`src/rtl/mul_sched_if.sv`:
```
// Requester-side bus of the shared-multiplier scheduler:
// operand pairs in over valid/ready, tagged products back out.
interface mul_sched_if #(
  parameter int NREQ = 4,
  parameter int DW   = 12,
  parameter int IDW  = 2
);
  logic [NREQ-1:0]    req_valid;
  logic [NREQ-1:0]    req_ready;
  logic [NREQ*DW-1:0] req_a;
  logic [NREQ*DW-1:0] req_b;
  logic [NREQ-1:0]    rsp_valid;
  logic [2*DW-1:0]    rsp_data;
  logic [IDW-1:0]     rsp_id;

  modport master (
    output req_valid, req_a, req_b,
    input  req_ready, rsp_valid, rsp_data, rsp_id
  );

  modport slave (
    input  req_valid, req_a, req_b,
    output req_ready, rsp_valid, rsp_data, rsp_id
  );
endinterface

```
`src/rtl/mul_sched.sv`:
```
// Round-robin scheduler sharing one pipelined multiplier among NREQ
// requesters; one issue per cycle, products routed back in grant order.
module mul_sched #(
  parameter int NREQ = 4,
  parameter int DW   = 12,
  parameter int LAT  = 3,
  parameter int IDW  = 2
) (
  input  logic            clk,
  input  logic            rst_n,
  mul_sched_if.slave      rq,
  input  logic            hold,
  output logic [DW-1:0]   mul_a,
  output logic [DW-1:0]   mul_b,
  output logic            mul_en,
  input  logic [2*DW-1:0] mul_res,
  output logic            busy
);
  localparam int CW = $clog2(LAT + 3);

  logic [IDW-1:0]          ptr_q, ptr_d;
  logic [NREQ-1:0]         gnt;
  logic [IDW-1:0]          gnt_id;
  logic                    hs;
  int                      idx;

  logic [DW-1:0]           mul_a_q, mul_a_d;
  logic [DW-1:0]           mul_b_q, mul_b_d;
  logic                    mul_en_q, mul_en_d;
  logic [IDW-1:0]          iss_id_q, iss_id_d;
  logic [LAT-1:0]          tag_v_q, tag_v_d;
  logic [LAT-1:0][IDW-1:0] tag_id_q, tag_id_d;
  logic [NREQ-1:0]         rsp_valid_q, rsp_valid_d;
  logic [2*DW-1:0]         rsp_data_q, rsp_data_d;
  logic [IDW-1:0]          rsp_id_q, rsp_id_d;
  logic [CW-1:0]           cnt_q, cnt_d;

  // First valid requester at or after ptr, wrapping.
  always_comb begin
    gnt    = '0;
    gnt_id = '0;
    hs     = 1'b0;
    idx    = 0;
    if (!hold) begin
      for (int k = 0; k < NREQ; k++) begin
        idx = (int'(ptr_q) + k) % NREQ;
        if (!hs && rq.req_valid[idx]) begin
          hs          = 1'b1;
          gnt[idx]    = 1'b1;
          gnt_id      = IDW'(idx);
        end
      end
    end
  end

  always_comb begin
    ptr_d    = ptr_q;
    mul_en_d = hs;
    mul_a_d  = mul_a_q;
    mul_b_d  = mul_b_q;
    iss_id_d = iss_id_q;
    if (hs) begin
      ptr_d    = IDW'((int'(gnt_id) + 1) % NREQ);
      mul_a_d  = rq.req_a[gnt_id*DW +: DW];
      mul_b_d  = rq.req_b[gnt_id*DW +: DW];
      iss_id_d = gnt_id;
    end
  end

  // Tags trail the issue by one cycle so the last stage meets mul_res.
  always_comb begin
    tag_v_d     = '0;
    tag_id_d    = '0;
    tag_v_d[0]  = mul_en_q;
    tag_id_d[0] = iss_id_q;
    for (int i = 1; i < LAT; i++) begin
      tag_v_d[i]  = tag_v_q[i-1];
      tag_id_d[i] = tag_id_q[i-1];
    end
  end

  always_comb begin
    rsp_valid_d = '0;
    rsp_data_d  = rsp_data_q;
    rsp_id_d    = rsp_id_q;
    if (tag_v_q[LAT-1]) begin
      rsp_valid_d = NREQ'(1) << tag_id_q[LAT-1];
      rsp_data_d  = mul_res;
      rsp_id_d    = tag_id_q[LAT-1];
    end
    cnt_d = cnt_q;
    unique case ({hs, |rsp_valid_q})
      2'b10:   cnt_d = cnt_q + CW'(1);
      2'b01:   cnt_d = cnt_q - CW'(1);
      default: cnt_d = cnt_q;
    endcase
  end

  always_ff @(posedge clk or negedge rst_n) begin
    if (!rst_n) begin
      ptr_q       <= '0;
      mul_a_q     <= '0;
      mul_b_q     <= '0;
      mul_en_q    <= 1'b0;
      iss_id_q    <= '0;
      tag_v_q     <= '0;
      tag_id_q    <= '0;
      rsp_valid_q <= '0;
      rsp_data_q  <= '0;
      rsp_id_q    <= '0;
      cnt_q       <= '0;
    end else begin
      ptr_q       <= ptr_d;
      mul_a_q     <= mul_a_d;
      mul_b_q     <= mul_b_d;
      mul_en_q    <= mul_en_d;
      iss_id_q    <= iss_id_d;
      tag_v_q     <= tag_v_d;
      tag_id_q    <= tag_id_d;
      rsp_valid_q <= rsp_valid_d;
      rsp_data_q  <= rsp_data_d;
      rsp_id_q    <= rsp_id_d;
      cnt_q       <= cnt_d;
    end
  end

  assign rq.req_ready = gnt;
  assign rq.rsp_valid = rsp_valid_q;
  assign rq.rsp_data  = rsp_data_q;
  assign rq.rsp_id    = rsp_id_q;
  assign mul_a        = mul_a_q;
  assign mul_b        = mul_b_q;
  assign mul_en       = mul_en_q;
  assign busy         = cnt_q != '0;
endmodule

```
`src/flat_wrapper.sv`:
```
// flat-port wrapper written by rule: the top's interface ports become plain ports
module mul_sched_flat 
#(
  parameter int NREQ = 4,
  parameter int DW   = 12,
  parameter int LAT  = 3,
  parameter int IDW  = 2
)
  (clk, rst_n, hold, mul_a, mul_b, mul_en, mul_res, busy, rq_req_valid, rq_req_a, rq_req_b, rq_req_ready, rq_rsp_valid, rq_rsp_data, rq_rsp_id);
  mul_sched_if #(.NREQ(NREQ), .DW(DW), .IDW(IDW)) rq_i ();
  input  logic clk;
  input  logic rst_n;
  input  logic hold;
  output logic [DW-1:0] mul_a;
  output logic [DW-1:0] mul_b;
  output logic mul_en;
  input  logic [2*DW-1:0] mul_res;
  output logic busy;
  input wire logic [$bits(rq_i.req_valid)-1:0] rq_req_valid;
  input wire logic [$bits(rq_i.req_a)-1:0] rq_req_a;
  input wire logic [$bits(rq_i.req_b)-1:0] rq_req_b;
  output wire logic [$bits(rq_i.req_ready)-1:0] rq_req_ready;
  output wire logic [$bits(rq_i.rsp_valid)-1:0] rq_rsp_valid;
  output wire logic [$bits(rq_i.rsp_data)-1:0] rq_rsp_data;
  output wire logic [$bits(rq_i.rsp_id)-1:0] rq_rsp_id;
  assign rq_i.req_valid = rq_req_valid;
  assign rq_i.req_a = rq_req_a;
  assign rq_i.req_b = rq_req_b;
  assign rq_req_ready = rq_i.req_ready;
  assign rq_rsp_valid = rq_i.rsp_valid;
  assign rq_rsp_data = rq_i.rsp_data;
  assign rq_rsp_id = rq_i.rsp_id;
  mul_sched #(.NREQ(NREQ), .DW(DW), .LAT(LAT), .IDW(IDW)) u_core (.clk(clk), .rst_n(rst_n), .rq(rq_i), .hold(hold), .mul_a(mul_a), .mul_b(mul_b), .mul_en(mul_en), .mul_res(mul_res), .busy(busy));
endmodule
```
`config.mk`:
```
export PLATFORM = sky130hd
export DESIGN_NAME = mul_sched_flat
export DESIGN_NICKNAME = d
export VERILOG_FILES = /design/src/rtl/mul_sched_if.sv /design/src/rtl/mul_sched.sv /design/src/flat_wrapper.sv
export SDC_FILE = /design/constraint.sdc
export NUM_CORES = 1
export LEC_CHECK = 0
export CAP_MARGIN = 20
export CORE_MARGIN = 2
export CORE_UTILIZATION = 38
export DETAILED_ROUTE_END_ITERATION = 16
export PLACE_DENSITY_LB_ADDON = 0.2
export SYNTH_ARGS = -nofsm -noshare
export SYNTH_HDL_FRONTEND = slang
export SYNTH_SLANG_ARGS = --single-unit
```
`constraint.sdc`:
```
create_clock -name clk -period 3.04 [get_ports clk]
set_input_delay 0.608 -clock clk [delete_from_list [all_inputs] [get_ports clk]]
set_output_delay 0.608 -clock clk [all_outputs]
set_load 0.01 [all_outputs]
```
==> results.sh <==
export IMPL_status="finished clean"
export IMPL_placed_cells=659
export IMPL_via_count=3502
export IMPL_finalWirelength_mm=11.63
export IMPL_max_freq_ghz=0.3339
export IMPL_rsz0062_at_grt="true"
export IMPL_min_period_over_period=0.9852
export IMPL_slew_viol_final=0
export IMPL_p_per_area_mw_per_mm2=830.5
export IMPL_cellLeakagePower_nw=2.589
export IMPL_die_h_um=107.7
export IMPL_grt_pass1_wl_mm=18.06
export IMPL_postSynth_asyncResetShare=1.000
export IMPL_synth_top_area_share=0.4352
export IMPL_grt_max_degree=72
export IMPL_ys_seq_area_frac=0.4352
export IMPL_r2r_setup_slack_ns=0.19
export IMPL_finalNonFillerCells=688
export IMPL_worst_slew_pin_slew_ns=0.8784
export IMPL_required_ns=2.43
export IMPL_io_pins=187
export IMPL_grt_antenna_before_repair=0
export IMPL_cpMaxStageDelayCell="dfrtp_1"
export IMPL_setup_viol=0
export IMPL_syn_inst=340
export IMPL_grt_usage=0.2008
export IMPL_place_congestion=0.9284
export IMPL_finalHoldViolCount=0
export IMPL_hpwl_mm=8.480
export IMPL_syn_nets=477
export IMPL_crit_buf_inv=4
export IMPL_synth_seq_cells=71
export IMPL_synth_area_top_cells="dfrtp_1, a211oi_2, mux2_2"
export IMPL_drive_above_1_share=0.2645
export IMPL_utilization=0.6250
export IMPL_core_mm2=0.01037
export IMPL_cts_buffers=9
export IMPL_cp_arrival_ns=2.39
export IMPL_critical_path_class="reg -> out"
export IMPL_die_w_um=107.7
export IMPL_synth_common_cells="dfrtp_1, a211oi_2, nor2_1"
export IMPL_clock_skew_ns=0.01232
export IMPL_crit_path_cell_trace="inv_2 > ha_4 > mux4_2 > buf_6 > nor2b_4 > buf_4 > a22oi_1 > nor2_1 > a221oi_1 > nor2_1 > buf_2"
export IMPL_syn_mean_instance_area_um2=12.01
export IMPL_drc_errors=0
export IMPL_synth_distinct_cells=47
export IMPL_cap_violations=0
export IMPL_grt_ovfl_total=0
export IMPL_synth_top_cell_by_area="dfrtp_1"
export IMPL_worst_hold_slack_ns=0.3545
export IMPL_cts_hold_buf=0
export IMPL_crit_path_max_fanout=6
export IMPL_syn_area_mm2=0.004083
export IMPL_dieArea_mm2=0.01159
export IMPL_drtAntennaViolNets=0
export IMPL_peakVddDrop_v=0.0003871
export IMPL_yosys_warnings=0
export IMPL_end_kind="primary output"
export IMPL_htreeDepth=3
export IMPL_path_delay_family="buffers and inverters"
export IMPL_synth_edf_count=0
export IMPL_min_path_type="reg -> reg"
export IMPL_rows=37
export IMPL_viasPerCell=5.090
export IMPL_slowest_delay_ns=0.41
export IMPL_period_needed_ns=2.995
export IMPL_dr_first_iter_drc_count=135
export IMPL_clkLatencyLatePin_ns=0.34
export IMPL_io_buffers=186
export IMPL_cts_tree="yes"
export IMPL_start_util=0.3937
export IMPL_fin_nets=684
export IMPL_p_total_w=0.005383
export IMPL_antenna_cells=0
export IMPL_clockBufferDepth=2
export IMPL_cts_sink_count=71
export IMPL_layout_area_overhead_vs_synth_pct=58.75
export IMPL_detail_route_first_pass_iterations=4
export IMPL_yosysMostFrequentCell="dfrtp_1"
export IMPL_slew_headroom=0.4144
export IMPL_synthFlopType="dfrtp_1"
export IMPL_start_kind="flop"
export IMPL_wl_per_cell_um=16.90
export IMPL_cpMostUsedCell="nor2_1"
export IMPL_grt_pass1_vias=3610
export IMPL_cts_clk_slew_worst_paths_ns=0.08
export IMPL_clockRootBuffer="clkbuf_8"
## sequential cells by signal (all words and copies together) (netlist names)
name / flops
u_core.cnt_q: 3
u_core.tag_v_q: 3
u_core.iss_id_q: 2
u_core.mul_b: 12
u_core.rq.rsp_id: 2
u_core.ptr_q: 2
u_core.rq.rsp_data: 24
u_core.tag_id_d: 4
u_core.rq.rsp_valid: 4
u_core.tag_id_q: 2
u_core.mul_en: 1
u_core.mul_a: 12
## worst reg2reg max path, cell delays in order, from the launching register on
cell and delay, ns:
dfrtp_1 0.34, buf_4 0.18, mux4_2 0.52, nor2b_4 0.16
buf_6 0.11, buf_4 0.12, buf_4 0.12, o211a_4 0.22
or2_2 0.36, buf_12 0.20, mux2i_1 0.16, a211oi_1 0.27
## layer usage
metal | part of all wire | vias up | GRT usage
met4 | 0.011 | 0 | 0.06593
met1 | 0.40 | 1666 | 0.2298
met2 | 0.50 | 161 | 0.3553
met3 | 0.092 | 13 | 0.06174
met5 | 0 | - | 0
li1 | - | 1662 | -
## layout by cell type, fill, tap and decap left out, types with 2 or more instances in the layout
master / instances
a211oi_1: 4
clkdlybuf4s50_1: 177
clkbuf_8: 10
mux4_2: 4
xor2_1: 3
a221oi_1: 2
dlygate4sd2_1: 3
nor2_1: 36
nand2b_1: 4
a21oi_2: 2
ha_1: 8
clkinvlp_4: 2
mux2i_1: 24
buf_6: 2
buf_4: 33
a221oi_2: 2
a22oi_2: 2
o21ai_0: 2
inv_1: 10
nand2_1: 5
a211oi_2: 44
buf_2: 4
o2111ai_1: 2
a21oi_1: 6
and3_1: 2
nor3b_1: 25
mux2_2: 25
a22oi_1: 2
buf_12: 3
dfrtp_1: 71
nor3_1: 2
o21ai_1: 2
## path summary, 6_finish.rpt
kind,startpoint,depth (start not counted),endpoint
max,u_core.ptr_q[0]$_DFFE_PN0N_,11,rq_req_ready[2]
min,u_core.tag_id_d[2]$_DFF_PN0_,0,u_core.tag_id_d[4]$_DFF_PN0_
max reg2reg,u_core.ptr_q[1]$_DFFE_PN0N_,11,u_core.mul_b[11]$_DFFE_PN0N_
min reg2reg,u_core.tag_id_d[2]$_DFF_PN0_,0,u_core.tag_id_d[4]$_DFF_PN0_
max in group asynchronous,rst_n,1,u_core.mul_a[3]$_DFFE_PN0N_
min in group asynchronous,rst_n,1,u_core.rq.rsp_data[5]$_DFFE_PN0P_
## through the flow
stage / setup TNS (ns) / instance area (µm²) / setup slack, ns
after floorplan: 0 / 4083 / 0.1152
final: 0 / 6481 / 0.04501
after detailed placement: -5.015 / 6135 / -0.4357
after global placement: -3.085 / 6135 / -0.2858
after CTS: 0 / 6361 / 0.01016
after global routing: -0.1558 / 6481 / -0.06025
## final cells by class
class	instances	area [µm²]
repair buffers	224	2176
clock inverters	6	67.56
well taps	136	170.2
inverters	11	41.29
flip-flops and latches	71	1777
clock buffers	10	137.6
fillers	890	3889
multi-input cells	230	2112
## what timing repair did
item | in CTS | in global routing
buffers inserted | 4 | 8
pin swaps | 1 | 3
gates resized for setup | 23 | 11
endpoints found under the setup margin | 4 | 4
## report_power, final
| group | internal, W | switching [W] |
|---|---|---|
| combinational | 0.00167 | 0.00151 |
| sequential | 0.00126 | 0.000173 |
| clock | 0.000404 | 0.000365 |
## cells by family (layout without fill, tap and decap cells)
kind of cell | Yosys count | in the layout | share of synthesized area
AO/OA/AOI/OAI | 76 | 76 | 0.1958
XOR/XNOR | 4 | 4 | 0.008583
adder cells (fa/ha/maj) | 10 | 10 | 0.03249
buffers and inverters | 39 | 251 | 0.05761
flip-flops | 71 | 71 | 0.4352
multiplexers | 54 | 54 | 0.1526
AND/OR/NAND/NOR | 86 | 86 | 0.1177
No activity file was read; power rests on OpenSTA's default activity.
